--- src/rtl/sound_frame_seq.sv ---
// rtl/sound_frame_seq.sv - APU timing source: 1 MHz divider tick and 512 Hz 8-step frame sequencer
// Strobes are registered and land on the same edge as the prescaler wrap that causes them.
module sound_frame_seq #(
  parameter int FREQ_DIV_RATIO = 4,
  parameter int FRAME_DIV      = 8192
) (
  input  logic       clk,
  input  logic       rst,
  input  logic       sound_enable,
  output logic       clk_freq_div,
  output logic       clk_length_ctr,
  output logic       clk_sweep,
  output logic       clk_vol_env,
  output logic [2:0] frame_step
);

  localparam int DW = (FREQ_DIV_RATIO > 1) ? $clog2(FREQ_DIV_RATIO) : 1;
  localparam int FW = (FRAME_DIV > 1) ? $clog2(FRAME_DIV) : 1;
  localparam logic [DW-1:0] DIV_MAX = DW'(FREQ_DIV_RATIO - 1);
  localparam logic [FW-1:0] FRM_MAX = FW'(FRAME_DIV - 1);

  logic [DW-1:0] div_q, div_d;
  logic [FW-1:0] frm_q, frm_d;
  logic [2:0]    step_q, step_d;
  logic          fdiv_q, fdiv_d;
  logic          len_q, len_d;
  logic          sweep_q, sweep_d;
  logic          env_q, env_d;

  always_comb begin
    div_d   = div_q;
    frm_d   = frm_q;
    step_d  = step_q;
    fdiv_d  = 1'b0;
    len_d   = 1'b0;
    sweep_d = 1'b0;
    env_d   = 1'b0;
    if (!sound_enable) begin
      // Powered off: discard partial progress so the first tick after power-on is step 0.
      div_d  = '0;
      frm_d  = '0;
      step_d = 3'd7;
    end else begin
      if (div_q == DIV_MAX) begin
        div_d  = '0;
        fdiv_d = 1'b1;
      end else begin
        div_d = div_q + 1'b1;
      end
      if (frm_q == FRM_MAX) begin
        frm_d   = '0;
        step_d  = step_q + 3'd1;
        len_d   = ~step_d[0];
        sweep_d = (step_d == 3'd2) || (step_d == 3'd6);
        env_d   = (step_d == 3'd7);
      end else begin
        frm_d = frm_q + 1'b1;
      end
    end
  end

  always_ff @(posedge clk) begin
    if (rst) begin
      div_q   <= '0;
      frm_q   <= '0;
      step_q  <= 3'd7;
      fdiv_q  <= 1'b0;
      len_q   <= 1'b0;
      sweep_q <= 1'b0;
      env_q   <= 1'b0;
    end else begin
      div_q   <= div_d;
      frm_q   <= frm_d;
      step_q  <= step_d;
      fdiv_q  <= fdiv_d;
      len_q   <= len_d;
      sweep_q <= sweep_d;
      env_q   <= env_d;
    end
  end

  assign clk_freq_div   = fdiv_q;
  assign clk_length_ctr = len_q;
  assign clk_sweep      = sweep_q;
  assign clk_vol_env    = env_q;
  assign frame_step     = step_q;

endmodule

--- config.mk ---
export PLATFORM = sky130hd
export DESIGN_NAME = sound_frame_seq
export DESIGN_NICKNAME = d
export VERILOG_FILES = /design/src/rtl/sound_frame_seq.sv
export SDC_FILE = /design/constraint.sdc
export NUM_CORES = 1
export LEC_CHECK = 0
export BUFFER_PORTS_ARGS = -buffer_cell sky130_fd_sc_hd__buf_4
export CAP_MARGIN = 20
export CORE_ASPECT_RATIO = 1.1
export CORE_MARGIN = 2
export CORE_UTILIZATION = 45
export DETAILED_ROUTE_END_ITERATION = 16
export PLACE_DENSITY = 0.66
export SLEW_MARGIN = 20
export SYNTH_ARGS = -nofsm -noshare
export SYNTH_HDL_FRONTEND = slang
export SYNTH_SLANG_ARGS = --single-unit
--- constraint.sdc ---
create_clock -name clk -period 1.57 [get_ports clk]
set_input_delay 0.157 -clock clk [delete_from_list [all_inputs] [get_ports clk]]
set_output_delay 0.157 -clock clk [all_outputs]
set_load 0.02 [all_outputs]
==> metrics.md, run 1 <==
| Metric | Value |
|---|---|
| Post-route ant nets | 0 |
| Total gr overflow | 0 |
| Hold Crit Endpoint | frame_step[2] |
| Io pins | 10 |
| Most used DFF post-synth | dfxtp_1 |
| Worst hold path stage count | 3 |
| Endpoints failing setup | 0 |
| Core Area | 2000 sq um |
| CTS Hold Bufs | 0 |
| Reg-to-Reg Start | frm_q[1] |
| Share of cells above drive strength 1 | 23.0% |
| Switching part of the total | 20.0% |
| CP required | 1800 ps |
| Maximum fanout along the worst path | 6 |
| Worst slew margin | 74.6% |
| Hold Path Class | in2reg |
| Routed length per placed instance | 10.4 microns |
| Compound-Gate Fraction of Synth Area | 5.07% |
| Post-synthesis cell type count | 24 |
| FILL cells | 194 |
| Critical hold path startpoint | rst |
| Worst Tran Pin Value | 380 ps |
| Initial antenna violation count | 0 |
| Worst setup SP type | register |
| Simple logic cell fraction of the synthesized area | 26.5% |
| Drt first pass iters | 4 |
| Synthesized area | 938 sq um |
| Global-route wire length before repair | 2550 microns |
| ANT cells | 0 |
| Vias in the first global route | 615 |
| TritonCTS clock tree | yes |
| Total Nets Final | 123 |
| Tmin final | 1450 ps |
| Final Wtd Congestion | 0.765 |
| Via count | 656 |
| EDFF count, synth | 0 |
| Clk_lat worst skew | 290 ps |
| Arr. time, crit path | 1680 ps |
| Hold WS | 121 ps |
| Clock Power Share | 28.5% |
| Final Hold Viols | 0 |
| Area occupied by multi-input gates | 477 sq um |
| Die height | 51.9 microns |
| Reg clk slew, reported paths | 110 ps |
| Async S/R FF share, synth | 0% |
| Pleak | 0.424 nW |
| Num CTS Buffers | 3 |
| R2r worst-path depth | 6 |
| Maximum vdd drop | 0.000477 V |
| Largest family of logic cells by synthesized area | simple AND/OR/NAND/NOR gates |
| Clock Skew | 1.11 ps |
| Num rows | 17 |
| Syn avg cell area | 9.78 sq um |
| Die area | 2470 sq um |
| CP Class | reg2reg |
| Count of warnings emitted by yosys | 0 |
| Critical Path Sink Type | register |
| #FFs+latches synth | 22 |
| Detailed Route WL | 1460 microns |
| Post-route cell area | 1120 sq um |
| Largest net degree at the start of global routing | 12 |
| Clock H-tree levels | 1 |
| Sequential cell area | 443 sq um |
| Layout area overhead | 18.9% |
| CTS root buf | clkbuf_4 |
| Post-synthesis xor/xnor area fraction | 11.2% |
| CTS sink count | 22 |
| Multiplexer area fraction after synthesis | 0% |
| Drt drc | 0 |
| Post-synthesis adder-cell area fraction | 6.67% |
| GRT Overall Usage | 14.7% |
| Power Internal | 0.000670 W |
| Max-cap violation count | 0 |
| Initial Utilization | 46.9% |
| Iter 0 DRT Violations | 11 |
| Slew Limit Fails | 0 |
| Logic pwr share | 3.8% |
| Part of the power in registers | 67.7% |
| Max Freq | 0.689 GHz |
| Tcrit/Tclk final | 92.4% |
| Synth Net Count | 104 |
| Sequential element share of the synthesized area | 46.9% |
| FF-to-FF End | frame_step[0] |
| Power per cell area | 750 nW/um^2 |
| Cell area after placement | 1070 sq um |
| Vias per inst | 4.65 |
| Switching power | 0.000168 W |
| CTS max path bufs | 2 |
| Mapped Cells | 96 |
| Outcome | completed |
| Port Buffer Count | 9 |
| Die X | 47.5 microns |
| Reg2reg setup slack | 120 ps |
| Detailed placement HPWL | 1100 microns |
## cell usage after synthesis, types with 3 or more instances
cell     instances  area share, %
and2_1           3            2.0
nor3_1           4            2.1
xnor2_1          9            8.4
nand3_1          4            2.1
inv_1            6            2.4
ha_1             5            6.7
xor2_1           3            2.8
nor2_1          17            6.8
a21oi_1          3            1.6
dfxtp_1         22             47
nand2_1          5            2.0
## layout by cell type, fill, tap and decap left out
master	instances
nand3_1	4
inv_1	6
nor2b_1	1
buf_4	14
buf_6	1
nor3b_1	1
nor4_2	2
o41ai_4	1
nand3_2	1
nor2_1	17
clkbuf_4	3
ha_1	4
ha_4	1
or3_1	1
nand4_4	1
xor2_1	3
nand2_1	5
nor3_1	4
and3_1	2
dfxtp_1	20
nand4_1	1
a21oi_1	3
xnor2_1	9
nor4_1	1
and2_1	3
o21ai_0	1
dfxtp_2	2
nand2b_1	1
## timing repair
action,CTS,global route
endpoints found under the setup margin,0,16
buffers inserted,0,1
resized for setup,0,5
endpoints found under the hold margin,0,0
## metrics by stage
step / utilization [%] / power [W] / setup slack, ps / cells / TNS [ps]
after floorplan: - / 0.000597 / 109 / 96 / 0
after global placement: 53.4 / 0.000608 / 96.6 / 137 / 0
after detailed placement: 53.4 / 0.000609 / 56.4 / 137 / 0
after CTS: 54.5 / 0.000848 / 35.2 / 140 / 0
after global routing: 55.8 / 0.000881 / -2.62 / 141 / -2.62
final: 55.8 / 0.000837 / 119 / 141 / 0
## worst max path at each step
| stage | endpoint | startpoint |
|---|---|---|
| CTS | frm_q[3] | frm_q[1] |
| global route | frame_step[0] | frm_q[1] |
| finish | frame_step[0] | frm_q[1] |
| detailed placement | frm_q[3] | frm_q[1] |
| global placement | frm_q[9] | frm_q[1] |
| floorplan | frm_q[5] | frm_q[0] |
## layer usage
layer  GRT usage [%]  part of all wire, %
met1            19.4                   49
met2            21.8                   48
met3            3.13                  1.6
met4            8.11                  1.2
met5               0                    0
## registers in the layout, summed over array words and instances (netlist names)
| signal | cells |
|---|---|
| clk_vol_env | 1 |
| clk_length_ctr | 1 |
| frame_step | 3 |
| div_q | 2 |
| clk_sweep | 1 |
| clk_freq_div | 1 |
| frm_q | 13 |
## critical path, cell delays in order, from the launching register on
cell and delay [ps]:
dfxtp_2 370, ha_4 150, nand4_4 150, o41ai_4 410, buf_4 170, nor2_1 30, a21oi_1 110
## power groups by stage
stage | Combinational (W) | Clock (W) | Sequential [W]
after global placement | 0.0000295 | 0 | 0.000578
after detailed placement | 0.0000306 | 0 | 0.000578
final | 0.0000318 | 0.000238 | 0.000567
after CTS | 0.0000307 | 0.000251 | 0.000566
after global routing | 0.0000373 | 0.000276 | 0.000568
after floorplan | 0.0000183 | 0 | 0.000578
## area by class of cell
type,count,area share (%)
Timing Repair Buffer,15,10.4
Inverter,6,2.02
Tap cell,28,3.14
Multi-Input combinational cell,67,42.7
Sequential cell,22,39.7
Clock buffer,3,2.02
## kinds of logic (layout without fill, tap and decap cells)
| group | count (synthesis) | after routing |
|---|---|---|
| adders and majority gates | 5 | 5 |
| AOI/OAI and AO/OA | 5 | 5 |
| and+or+nand+nor | 45 | 45 |
| DFF | 22 | 22 |
| buffers and inverters | 7 | 24 |
| xor gates and xnor gates | 12 | 12 |
Power figures use the tool's default switching activity.
==> run 2, diff against run 1 <==
- CORE_ASPECT_RATIO: 1.1 -> unset
- CTS_BUF_LIST: unset -> sky130_fd_sc_hd__clkbuf_8 sky130_fd_sc_hd__clkbuf_16
- REMOVE_ABC_BUFFERS: unset -> 1
==> metrics.md, run 2 (same netlist as run 1, synthesis figures left out) <==
| Metric | Value |
|---|---|
| Outcome | completed |
| Power Internal | 0.000802 W (+20%) |
| Drt first pass iters | 3 (-1) |
| FILL cells | 189 (-2.6%) |
| Die height | 49.7 microns (-4.3%) |
| Detailed placement HPWL | 1120 microns (+1.6%) |
| Max Freq | 0.695 GHz (+0.80%) |
| Routed length per placed instance | 10.7 microns (+3.0%) |
| Drt drc | 0 (unchanged) |
| Slew Limit Fails | 0 (unchanged) |
| ANT cells | 0 (unchanged) |
| Commonest non-fill, non-tap cells in the layout | dfxtp_1 (22), nor2_1 (17), buf_4 (13) |
| Total Nets Final | 122 (-0.81%) |
| GRT Overall Usage | 15.3% (+0.58 points) |
| Port Buffer Count | 9 (unchanged) |
| Iter 0 DRT Violations | 2 (-9) |
| Num CTS Buffers | 3 (unchanged) |
| Clock Skew | 2.59 ps (+1.48 ps) |
| Part of the power in registers | 56.9% (-11 points) |
| Clock H-tree levels | 1 (unchanged) |
| CP Class | reg2reg |
| Sequential cell area | 440 sq um (-0.57%) |
| CTS Hold Bufs | 0 (unchanged) |
| CP peak stage delay | 430 ps (+20 ps) |
| RSZ-0062 raised after global routing | false |
| Post-route ant nets | 0 (unchanged) |
| Total chip power | 0.000994 W (+19%) |
| Maximum vdd drop | 0.000500 V (+5.0%) |
| Area occupied by multi-input gates | 464 sq um (-2.6%) |
| Number of flip-flops in the largest register | 13 (unchanged) |
| Slowest cell on crit path | o41ai_4 |
| Max-cap violation count | 0 (unchanged) |
| Pleak | 0.436 nW (+2.9%) |
| Core Area | 1960 sq um (-1.9%) |
| TritonCTS clock tree | yes |
| Worst setup SP type | register |
| Critical Path, Cell by Cell | nand4_1 -> o41ai_4 -> buf_4 -> nor2_1 -> a21oi_1 |
| Io pins | 10 (unchanged) |
| Num rows | 16 (-1) |
| Global-route wire length before repair | 2790 microns (+9.5%) |
| Switching power | 0.000192 W (+14%) |
| Register bank with the most flops | frm_q |
| Worst slew margin | 73.6% (-0.98 points) |
| Largest net degree at the start of global routing | 13 (+1) |
| Clk_lat worst skew | 260 ps (-30 ps) |
| Initial Utilization | 47.8% (+0.90 points) |
| Buf/Inv on CP | 1 (unchanged) |
| Critical Path Sink Type | register |
| Die area | 2470 sq um (about the same) |
| Via count | 674 (+2.7%) |
| Arr. time, crit path | 1640 ps (-40 ps) |
| CTS root buf | clkbuf_8 |
| Total gr overflow | 0 (unchanged) |
| Detailed Route WL | 1500 microns (+2.3%) |
| CP required | 1770 ps (-30 ps) |
| Post-Route Setup TNS | 0 ps (unchanged) |
| Layout area overhead | 19.9% |
| Initial antenna violation count | 0 (unchanged) |
| CTS max path bufs | 2 (unchanged) |
| Tcrit/Tclk final | 91.7% (-0.73 points) |
| Clock Power Share | 40.0% (+12 points) |
| Maximum fanout along the worst path | 4 (-2) |
| Vias per inst | 4.81 (+3.5%) |
| Reg clk slew, reported paths | 70 ps (-40 ps) |
| Final Wtd Congestion | 0.674 (-12%) |
| Share of cells above drive strength 1 | 20.4% (-2.7 points) |
| Power per cell area | 884 nW/um^2 (+18%) |
| Worst Tran Pin Value | 394 ps (+14.6 ps) |
| Vias in the first global route | 634 (+3.1%) |
| Critical path's top delay family | compound AO/OA/AOI/OAI gates |
| Logic pwr share | 3.1% (-0.7 points) |
| Hold Path Class | in2reg |
| Post-CTS setup buffers | 0 (unchanged) |
| Tmin final | 1440 ps (-11.5 ps) |
| Switching part of the total | 19.3% (-0.74 points) |
| Die X | 49.7 microns (+4.5%) |
| Endpoints failing setup | 0 (unchanged) |
| Most common cell after layout, fill and taps aside | dfxtp_1 |
| Final Hold Viols | 0 (unchanged) |
| CTS sink count | 22 (unchanged) |
## run 2: routing by layer
layer  wire [microns]  vias to the layer above  track usage (%)
li1                 -                      350                -
met1              684                      310             18.7
met2              725                        9             24.7
met3               47                        5             3.64
met4               39                        0             8.33
met5                0                        -                0
## run 2: worst reg2reg max path, cell delays in order (launching register included)
cell and delay [ps]:
dfxtp_1 390, nand4_1 240, o41ai_4 430, buf_4 170, nor2_1 30, a21oi_1 110
## run 2: stage by stage
step	area [sq um]	util (%)	instances	hold slack [ps]	setup WS [ps]
after CTS	1120	57.1	140	157	63.0
after floorplan	927	-	95	305	12.4
after global routing	1120	57.3	140	170	7.14
after global placement	1070	54.3	136	415	105
after detailed placement	1070	54.3	136	422	76.6
final	1120	57.3	140	162	131
## run 2: repair_timing
action                                  in CTS  in global routing
hold endpoints to repair                     0                  0
endpoints found under the setup margin       0                 12
gates resized for setup                      0                  1
## run 2: area by class of cell
class / instances / area share (%)
multi-input cells: 67 / 41.3
inverters: 6 / 2.00
flip-flops and latches: 22 / 39.2
clock buffers: 4 / 4.89
repair buffers: 14 / 9.68
well taps: 27 / 3.00
## run 2: worst paths after layout
path | start | end | slack (ps) | depth (start not counted)
min | rst | frame_step[2] | 160 | 3
max | frm_q[9] | frame_step[1] | 130 | 5
max reg2reg | frm_q[9] | frame_step[1] | 130 | 5
min reg2reg | div_q[0] | div_q[0] | 440 | 1
## run 2: power by group through the flow
stage | clock network [W] | logic, W | registers, W
6_report | 0.000398 | 0.0000313 | 0.000565
5_1_grt | 0.000440 | 0.0000369 | 0.000566
4_1_cts | 0.000414 | 0.0000304 | 0.000565
3_5_place_dp | 0 | 0.0000302 | 0.000578
3_3_place_gp | 0 | 0.0000293 | 0.000578
2_1_floorplan | 0 | 0.0000154 | 0.000578
